`src/rtl/sequenciador_musica.sv`:
```
// ---------------------------------------------------------------------------
// sequenciador_musica
//
// Playback controller for the note memory (memoria_notas). It walks a song
// from index 0 up to a latched last index. For each note it drives the
// memory address, waits out the memory's one-cycle registered read, and
// holds the returned note for NOTE_TICKS cycles. It then inserts
// GAP_TICKS silent cycles before the next note. The game FSM uses it to
// replay growing prefixes of a song, one prefix per round.
//
// Parameters
//   NOTE_TICKS  cycles each note is held (>= 1)
//   GAP_TICKS   silent cycles between notes (0 removes the PAUSA state)
//
// Ports
//   clock        in   system clock, everything on posedge
//   reset        in   synchronous, active-high
//   iniciar      in   start pulse, only honoured while idle (OCIOSO)
//   parar        in   abort, returns to OCIOSO on the next edge
//   musica_in    in   [2:0] song select, latched when a start is accepted
//   ultima_nota  in   [3:0] last index to play, latched with musica_in
//   mem_dado     in   [6:0] memory data, valid one cycle after the address
//   mem_address  out  [3:0] registered memory address (current note index)
//   mem_musica   out  [2:0] registered copy of the latched song select
//   nota         out  [6:0] note being played, 0 while silent
//   nota_valida  out  high while nota is sounding (TOCA)
//   ocupado      out  high in every state except OCIOSO
//   passo        out  one-cycle pulse on the last TOCA cycle of each note
//   pronto       out  one-cycle pulse (FIM) after the final note
//   estado_dbg   out  [2:0] current FSM state encoding, for observation
//
// Control protocol: there is no backpressure. A start is accepted on any
// edge where iniciar is high, the FSM is in OCIOSO and parar is low.
// iniciar is ignored at every other time. Completion is reported by a
// single pronto cycle. parar outranks iniciar.
// ---------------------------------------------------------------------------
module sequenciador_musica #(
    parameter int unsigned NOTE_TICKS = 25_000_000,
    parameter int unsigned GAP_TICKS  = 5_000_000
) (
    input  logic       clock,
    input  logic       reset,
    input  logic       iniciar,
    input  logic       parar,
    input  logic [2:0] musica_in,
    input  logic [3:0] ultima_nota,
    input  logic [6:0] mem_dado,
    output logic [3:0] mem_address,
    output logic [2:0] mem_musica,
    output logic [6:0] nota,
    output logic       nota_valida,
    output logic       ocupado,
    output logic       passo,
    output logic       pronto,
    output logic [2:0] estado_dbg
);

    typedef enum logic [2:0] {
        OCIOSO = 3'd0,
        BUSCA  = 3'd1,
        ESPERA = 3'd2,
        TOCA   = 3'd3,
        PAUSA  = 3'd4,
        FIM    = 3'd5
    } estado_t;

    localparam int unsigned MAX_TICKS = (NOTE_TICKS > GAP_TICKS) ? NOTE_TICKS : GAP_TICKS;
    localparam int          TW        = $clog2(MAX_TICKS + 1);
    localparam bit          HAS_GAP   = (GAP_TICKS > 0);

    // Terminal counts. The counter starts at 0 on every state entry, so
    // the last cycle of a state of length N is the one where the count is N-1.
    localparam logic [TW-1:0] NOTE_LAST = TW'(NOTE_TICKS - 1);
    localparam logic [TW-1:0] GAP_LAST  = HAS_GAP ? TW'(GAP_TICKS - 1) : '0;

    estado_t       estado_q, estado_d;
    logic [3:0]    addr_q, addr_d;
    logic [2:0]    musica_q, musica_d;
    logic [3:0]    ultima_q, ultima_d;
    logic [6:0]    nota_q, nota_d;
    logic [TW-1:0] tick_q, tick_d;

    // State and datapath registers
    always_ff @(posedge clock) begin
        if (reset) begin
            estado_q <= OCIOSO;
            addr_q   <= '0;
            musica_q <= '0;
            ultima_q <= '0;
            nota_q   <= '0;
            tick_q   <= '0;
        end else begin
            estado_q <= estado_d;
            addr_q   <= addr_d;
            musica_q <= musica_d;
            ultima_q <= ultima_d;
            nota_q   <= nota_d;
            tick_q   <= tick_d;
        end
    end

    // Next state, next datapath values and state-decoded outputs
    always_comb begin
        estado_d    = estado_q;
        addr_d      = addr_q;
        musica_d    = musica_q;
        ultima_d    = ultima_q;
        nota_d      = nota_q;
        // Default to clearing: any state change restarts the count at 0.
        tick_d      = '0;
        nota_valida = 1'b0;
        passo       = 1'b0;
        pronto      = 1'b0;
        ocupado     = (estado_q != OCIOSO);

        case (estado_q)
            OCIOSO: begin
                nota_d = '0;
                if (iniciar) begin
                    estado_d = BUSCA;
                    musica_d = musica_in;
                    ultima_d = ultima_nota;
                    addr_d   = '0;
                end
            end

            // The address is already stable. The memory samples it on the
            // edge that leaves BUSCA.
            BUSCA: begin
                estado_d = ESPERA;
            end

            // Memory output is valid now. Capture it verbatim on exit.
            ESPERA: begin
                estado_d = TOCA;
                nota_d   = mem_dado;
            end

            TOCA: begin
                nota_valida = 1'b1;
                if (tick_q == NOTE_LAST) begin
                    passo  = 1'b1;
                    nota_d = '0;
                    if (addr_q == ultima_q) begin
                        estado_d = FIM;
                    end else if (HAS_GAP) begin
                        estado_d = PAUSA;
                    end else begin
                        estado_d = BUSCA;
                        addr_d   = addr_q + 4'd1;
                    end
                end else begin
                    tick_d = tick_q + TW'(1);
                end
            end

            PAUSA: begin
                if (tick_q == GAP_LAST) begin
                    estado_d = BUSCA;
                    addr_d   = addr_q + 4'd1;
                end else begin
                    tick_d = tick_q + TW'(1);
                end
            end

            FIM: begin
                pronto   = 1'b1;
                estado_d = OCIOSO;
                nota_d   = '0;
            end

            default: begin
                estado_d = OCIOSO;
                nota_d   = '0;
            end
        endcase

        // Abort outranks everything except reset. The memory-facing
        // registers keep their last value, and a start seen in the same
        // cycle must not relatch them.
        if (parar) begin
            estado_d = OCIOSO;
            nota_d   = '0;
            tick_d   = '0;
            addr_d   = addr_q;
            musica_d = musica_q;
            ultima_d = ultima_q;
        end
    end

    assign mem_address = addr_q;
    assign mem_musica  = musica_q;
    assign nota        = nota_q;
    assign estado_dbg  = estado_q;

endmodule

```
`config.mk`:
```
export PLATFORM = sky130hd
export DESIGN_NAME = sequenciador_musica
export DESIGN_NICKNAME = d
export VERILOG_FILES = /design/src/rtl/sequenciador_musica.sv
export SDC_FILE = /design/constraint.sdc
export NUM_CORES = 1
export LEC_CHECK = 0
export CAP_MARGIN = 15
export CORE_UTILIZATION = 47
export CTS_BUF_LIST = sky130_fd_sc_hd__clkbuf_16
export DETAILED_ROUTE_END_ITERATION = 12
export PLACE_DENSITY = 0.8
export SLEW_MARGIN = 40
export SYNTH_ARGS = -nofsm -noshare
export SYNTH_HDL_FRONTEND = slang
export SYNTH_SLANG_ARGS = --single-unit
```
`constraint.sdc`:
```
create_clock -name clock -period 2 [get_ports clock]
set_clock_uncertainty 0.1 [all_clocks]
set_input_delay 0.4 -clock clock [delete_from_list [all_inputs] [get_ports clock]]
set_output_delay 0.4 -clock clock [all_outputs]
set_load 0.01 [all_outputs]
```
==> flow_summary_export.csv, run 1 <==
group,metric,value,unit
grt,grt_pass1_wl,9.183,mm
cts,clk_pin_slew,0.06,ns
cells_and_area,areaGrowthSynthToFinish,50.97,%
worst_hold_path,worstHoldPathType,"flop to flop",
cts,worstSkewPairLatency,0.29,ns
timing,rsz0062_at_grt,"yes",
timing,finalSetupViolCount,8,
route,wirelength,5.933,mm
worst_setup_path,r2r_start,"tick_q[1]",
placement,portBuffers,38,
synthesis,yosys.area.top_type,"dfxtp_1",
power_and_ir_drop,internal_power,1704,uW
route,drt_iter0_drc,159,
grt,grt_usage,0.2360,
status,status,"finished, violations left",
route,wl_per_cell,15.65,um
synthesis,synth_area_per_cell,9.054,um^2
synthesis,netlist_area,2182,um^2
synthesis,ys_async_sr_fraction,0,
worst_setup_path,worstPathRequired,2.07,ns
placement,hpwl,3.611,mm
placement,globalplace.congestion,0.8813,
power_and_ir_drop,vdd_ir_drop_max,0.5594,mV
power_and_ir_drop,comb_power_share,0.055,
grt,grt_overflow,0,
worst_setup_path,cp.arrival,2.15,ns
timing,clock.fmax,480.5,MHz
worst_setup_path,r2r_slack,-0.08,ns
cts,cts_root_buf,"clkbuf_16",
route,firstDrtPassIters,4,
floorplanning,start_util,0.4943,
synthesis,synth_edf_count,0,
worst_setup_path,cp-start-kind,"flop",
grt,antenna_found_initial,0,
synthesis,syn-num-nets,261,
synthesis,synthDistinctLibCells,44,
cts,clockBufferDepth,2,
cells_and_area,diodes,0,
cts,htreeDepth,2,
floorplanning,coreArea,4414,um^2
cells_and_area,final_util,0.7463,
cts,cts_buffers,5,
timing,period_share,1.040,
worst_setup_path,worstSetupPathType,"flop to flop",
placement,place_ws,-0.2532,ns
timing,fin_tns_setup,-0.1826,ns
cts,cts.sinks,46,
power_and_ir_drop,swShare,0.1858,
worst_setup_path,startpoint,"tick_q[1]",
status,violations,"negative setup slack",
power_and_ir_drop,p_sw,388.7,uW
run,drv_cap,0,
worst_hold_path,worstHoldPathCells,1,
floorplanning,die_y,70.14,um
worst_hold_path,hold_end,"nota[3]",
worst_hold_path,min_from,"nota[3]",
timing,tightestPinTransition,0.4783,ns
cells_and_area,fillCellCount,319,
cells_and_area,drive_gt1_frac,0.2661,
power_and_ir_drop,power.leakage,0.001228,uW
synthesis,synth_seq_cells,46,
worst_setup_path,crit_path_end_kind,"flop",
floorplanning,pin_count,39,
power_and_ir_drop,p_clk_frac,0.501,
cells_and_area,final-instance-count-excl-fill,379,
cells_and_area,nNetsFinal,346,
timing,final_hold_viol_count,0,
route,via_count,2095,
floorplanning,die_w,70.14,um
timing,maxSlewViolCount,0,
worst_setup_path,critical_path.max_fanout,5,
floorplanning,rows,24,
synthesis,ys.flop_type,"dfxtp_1",
placement,dp.cells,362,
timing,fin_crit,2.081,ns
timing,fin_ws,-0.08096,ns
cts,cts_tree,"yes",
worst_setup_path,reg2reg_depth,8,
route,via_per_inst,5.528,
synthesis,synth_area_leaders,"dfxtp_1 42%, nor2_1 8.1%, xnor2_1 6.0%",
synthesis,netlist_instances,241,
cts,hold_buffers,0,
power_and_ir_drop,power_density,635.1,nW/um^2
grt,grt_pass1_vias,2054,
timing,relSlewSlack,0.6782,
grt,grt_max_degree,15,
route,drtAntennaViolNets,0,
floorplanning,die-area,4919,um^2
route,drcViolationCount,0,
synthesis,synth_top_area_share,0.4220,
synthesis,ys_seq_area_frac,0.4220,
power_and_ir_drop,seq_power_share,0.444,
synthesis,yosysWarningCount,0,
worst_setup_path,r2r_end,"tick_q[24]",
-- worst max path at each step --
stage	to	slack (ns)	depth (start not counted)
3_5_place_dp	passo	-0.25	6
5_1_grt	tick_q[24]	-0.15	8
6_report	tick_q[24]	-0.08	8
3_3_place_gp	passo	-0.19	6
2_1_floorplan	tick_q[22]	0.04	7
4_1_cts	estado_dbg[1]	-0.01	6
-- area by class of cell --
type                       count  area, um^2  area share
multi-input combinational    185        1363      0.4136
sequential                    46       925.9      0.2810
timing repair buffer          82       729.5      0.2214
clock buffer                   5       125.1     0.03798
tap                           52       65.06     0.01975
clock inverter                 3       63.81     0.01937
inverter                       6       22.52    0.006836
-- through the flow --
step	total power (uW)	instance area (um^2)	hold slack (ns)
5_1_grt	2148	3294	0.3916
2_1_floorplan	995.6	2182	0.3264
3_3_place_gp	1059	2868	0.3564
4_1_cts	2110	3139	0.3762
6_report	2092	3294	0.3721
3_5_place_dp	1062	2868	0.3530
-- kinds of logic after synthesis --
| logic type | synth area share |
|---|---|
| muxes | 0.03670 |
| and+or+nand+nor | 0.3056 |
| AOI/OAI and AO/OA | 0.08085 |
| buffers and inverters | 0.03096 |
| DFF | 0.4220 |
| adders and majority gates | 0.01147 |
| xor gates and xnor gates | 0.1124 |
-- power groups by stage --
| stage | Clock (uW) | Combinational (uW) | Sequential, uW |
|---|---|---|---|
| global route | 1090 | 125 | 930 |
| detailed placement | 0 | 111 | 951 |
| finish | 1050 | 116 | 929 |
| floorplan | 0 | 43.0 | 953 |
| global placement | 0 | 109 | 950 |
| CTS | 1070 | 112 | 930 |
-- registers in the layout (all words and copies together) (netlist names) --
name         flops
mem_address      4
estado_dbg       3
ultima_q         4
tick_q          25
nota             7
mem_musica       3
-- Yosys cell counts (4+ instances only) --
cell type / n
nor4_1: 5
mux2i_1: 8
nand3_1: 9
and2_1: 4
xnor2_1: 15
nor2_1: 47
dfxtp_1: 46
nor3_1: 7
xor2_1: 13
nand4_1: 10
inv_1: 6
a22o_1: 8
nand2_1: 20
-- per-layer routing --
| layer | part of all wire | track usage | wire [um] |
|---|---|---|---|
| met1 | 0.41 | 0.2695 | 2459 |
| met2 | 0.50 | 0.4038 | 2975 |
| met3 | 0.064 | 0.06926 | 380 |
| met4 | 0.020 | 0.1089 | 117 |
| met5 | 0 | 0 | 0 |
-- worst max-delay path, cell delays in order (launching register included) --
cell	delay [ns]
dfxtp_4	0.36
ha_4	0.13
buf_4	0.09
buf_4	0.11
nand4_1	0.22
nor3_4	0.35
nand4_1	0.24
xor2_2	0.29
nor2_4	0.06
-- placed cells by master, fill, tap and decap left out, drive strengths merged, types with 3 or more instances in the layout --
cell / n
and2: 5
nand4: 11
a21oi: 3
nand3: 9
clkdlybuf4s50: 34
o22a: 4
nor2: 47
a22o: 8
xor2: 13
mux2i: 8
clkbuf: 5
nor4: 7
nor3: 7
nand2: 20
dfxtp: 46
and4: 4
xnor2: 15
inv: 6
buf: 45
-- repair_timing --
action / 4_1_cts / 5_1_grt
setup buffers: 3 / 5
gates resized for setup: 16 / 25
cloned: 2 / 1
endpoints found under the hold margin: 0 / 0
pin swaps: 4 / 15
endpoints found under the setup margin: 36 / 25
No activity file was read; power rests on OpenSTA's default activity.
==> inputs of run 2 (changes only) <==
--- a/config.mk
+++ b/config.mk
@@ -6,6 +6,7 @@
 export NUM_CORES = 1
 export LEC_CHECK = 0
 export CAP_MARGIN = 15
+export CORE_MARGIN = 4
 export CORE_UTILIZATION = 47
 export CTS_BUF_LIST = sky130_fd_sc_hd__clkbuf_16
 export DETAILED_ROUTE_END_ITERATION = 12
==> flow_summary_export.csv, run 2 (synthesis gave the netlist of run 1 again) <==
group,metric,value,unit
route,drcViolationCount,0,
power_and_ir_drop,power_density,602.6,nW/um^2
floorplanning,die-area,5797,um^2
grt,grt_max_degree,15,
grt,grt_pass1_wl,9.128,mm
worst_setup_path,cp-start-kind,"flop",
timing,final_hold_viol_count,0,
route,firstDrtPassIters,6,
worst_setup_path,worst_path_max_delay_cell,"dfxtp_1",
cts,htreeDepth,2,
cells_and_area,finalInstanceArea,3264,um^2
cells_and_area,largest_reg_flops,25,
route,drt_iter0_drc,103,
cells_and_area,ff_latch_area,929.6,um^2
cts,cts.sinks,46,
cells_and_area,fillCellCount,321,
timing,fin_crit,1.987,ns
cts,clockBufferDepth,2,
cts,worstSkewPairLatency,0.28,ns
cells_and_area,drive_gt1_frac,0.2576,
placement,hpwl,3.698,mm
grt,antenna_found_initial,0,
placement,globalplace.congestion,0.8472,
timing,rsz0062_at_grt,"yes",
floorplanning,rows,24,
worst_setup_path,crit_path_end_kind,"output pin",
worst_setup_path,r2r_slack,0.02,ns
timing,hold_slack,0.3747,ns
worst_setup_path,cp_cell_sequence,"nand4_1 > nor3_2 > and3_1 > buf_2",
placement,portBuffers,38,
worst_setup_path,critical_path.max_fanout,4,
cells_and_area,final_common_cell,"nor2_1",
status,status,"completed",
worst_setup_path,worstSetupPathType,"flop to output pin",
cells_and_area,nNetsFinal,349,
timing,period_share,0.9933,
floorplanning,die_w,76.14,um
timing,finalSetupViolCount,0,
cts,cts_root_buf,"clkbuf_16",
worst_hold_path,worstHoldPathType,"flop to flop",
route,drtAntennaViolNets,0,
route,wirelength,5.902,mm
timing,tightestPinTransition,0.4430,ns
cells_and_area,regMostFlops,"tick_q",
route,via_per_inst,5.531,
cells_and_area,areaGrowthSynthToFinish,49.60,%
floorplanning,pin_count,39,
cts,clk_pin_slew,0.06,ns
cts,cts_tree,"yes",
cells_and_area,multi_input_area,1341,um^2
worst_setup_path,cp.arrival,1.49,ns
floorplanning,die_y,76.14,um
route,via_count,2113,
timing,maxSlewViolCount,0,
floorplanning,coreArea,4414,um^2
worst_setup_path,worstPathRequired,1.50,ns
cells_and_area,final-instance-count-excl-fill,382,
grt,grt_overflow,0,
timing,relSlewSlack,0.7020,
timing,clock.fmax,503.4,MHz
cells_and_area,diodes,0,
route,wl_per_cell,15.45,um
placement,place_area,2883,um^2
cts,cts_buffers,5,
power_and_ir_drop,vdd_ir_drop_max,0.3928,mV
grt,grt_pass1_vias,2016,
grt,grt_usage,0.1897,
placement,dp.cells,364,
power_and_ir_drop,power.leakage,0.001212,uW
placement,place_ws,-0.2377,ns
cells_and_area,layout_common_cells,"47 x nor2_1, 44 x buf_4, 41 x dfxtp_1",
floorplanning,start_util,0.4943,
timing,fin_ws,0.01333,ns
worst_setup_path,critPathMaxStageDelay,0.43,ns
run,drv_cap,0,
==> run 2: worst max-delay path, delay by kind of cell, from the launching register on <==
family / cells / cell delay [ns]
buffers and inverters: 1 / 0.13
flip-flops: 1 / 0.43
AND/OR/NAND/NOR: 3 / 0.65
==> run 2: path summary, 6_finish.rpt <==
check | from | to | cells after the start
max | tick_q[20] | passo | 4
min | nota[0] | nota[0] | 1
max reg2reg | tick_q[0] | nota[6] | 8
min reg2reg | nota[0] | nota[0] | 1
==> run 2: power breakdown <==
part	switching, uW	internal, uW
Clock	340	585
Combinational	45.4	68.6
Sequential	5.08	923
Total	390	1580
==> run 2: per-stage QoR <==
stage | TNS, ns | util | power (uW)
2_1_floorplan | 0 | - | 995.6
3_3_place_gp | -1.145 | 0.6531 | 1058
3_5_place_dp | -2.860 | 0.6531 | 1061
4_1_cts | -0.01816 | 0.7063 | 1983
5_1_grt | -0.5525 | 0.7395 | 2036
6_report | 0 | 0.7395 | 1967
==> run 2: per-layer routing <==
layer / part of all wire / wire length, um / track usage / up-vias
met2: 0.52 / 3047 / 0.3219 / 79
met4: 0.026 / 153 / 0.07168 / 0
met5: 0 / 0 / 0 / -
li1: - / - / - / 1024
met1: 0.40 / 2357 / 0.2286 / 990
met3: 0.058 / 344 / 0.04846 / 20
==> run 2: timing repair <==
item,CTS,global route
pin swaps,3,6
setup buffers,2,5
resized for setup,16,19
setup endpoints to repair,36,41
gates cloned,2,1
hold buffers,0,0
==> run 2: area by class of cell <==
cell class,count,area share
inverter,6,0.006899
multi-input combinational,185,0.4109
sequential,46,0.2848
clock inverter,3,0.01265
timing repair buffer,85,0.2265
clock buffer,5,0.03833
tap,52,0.01993
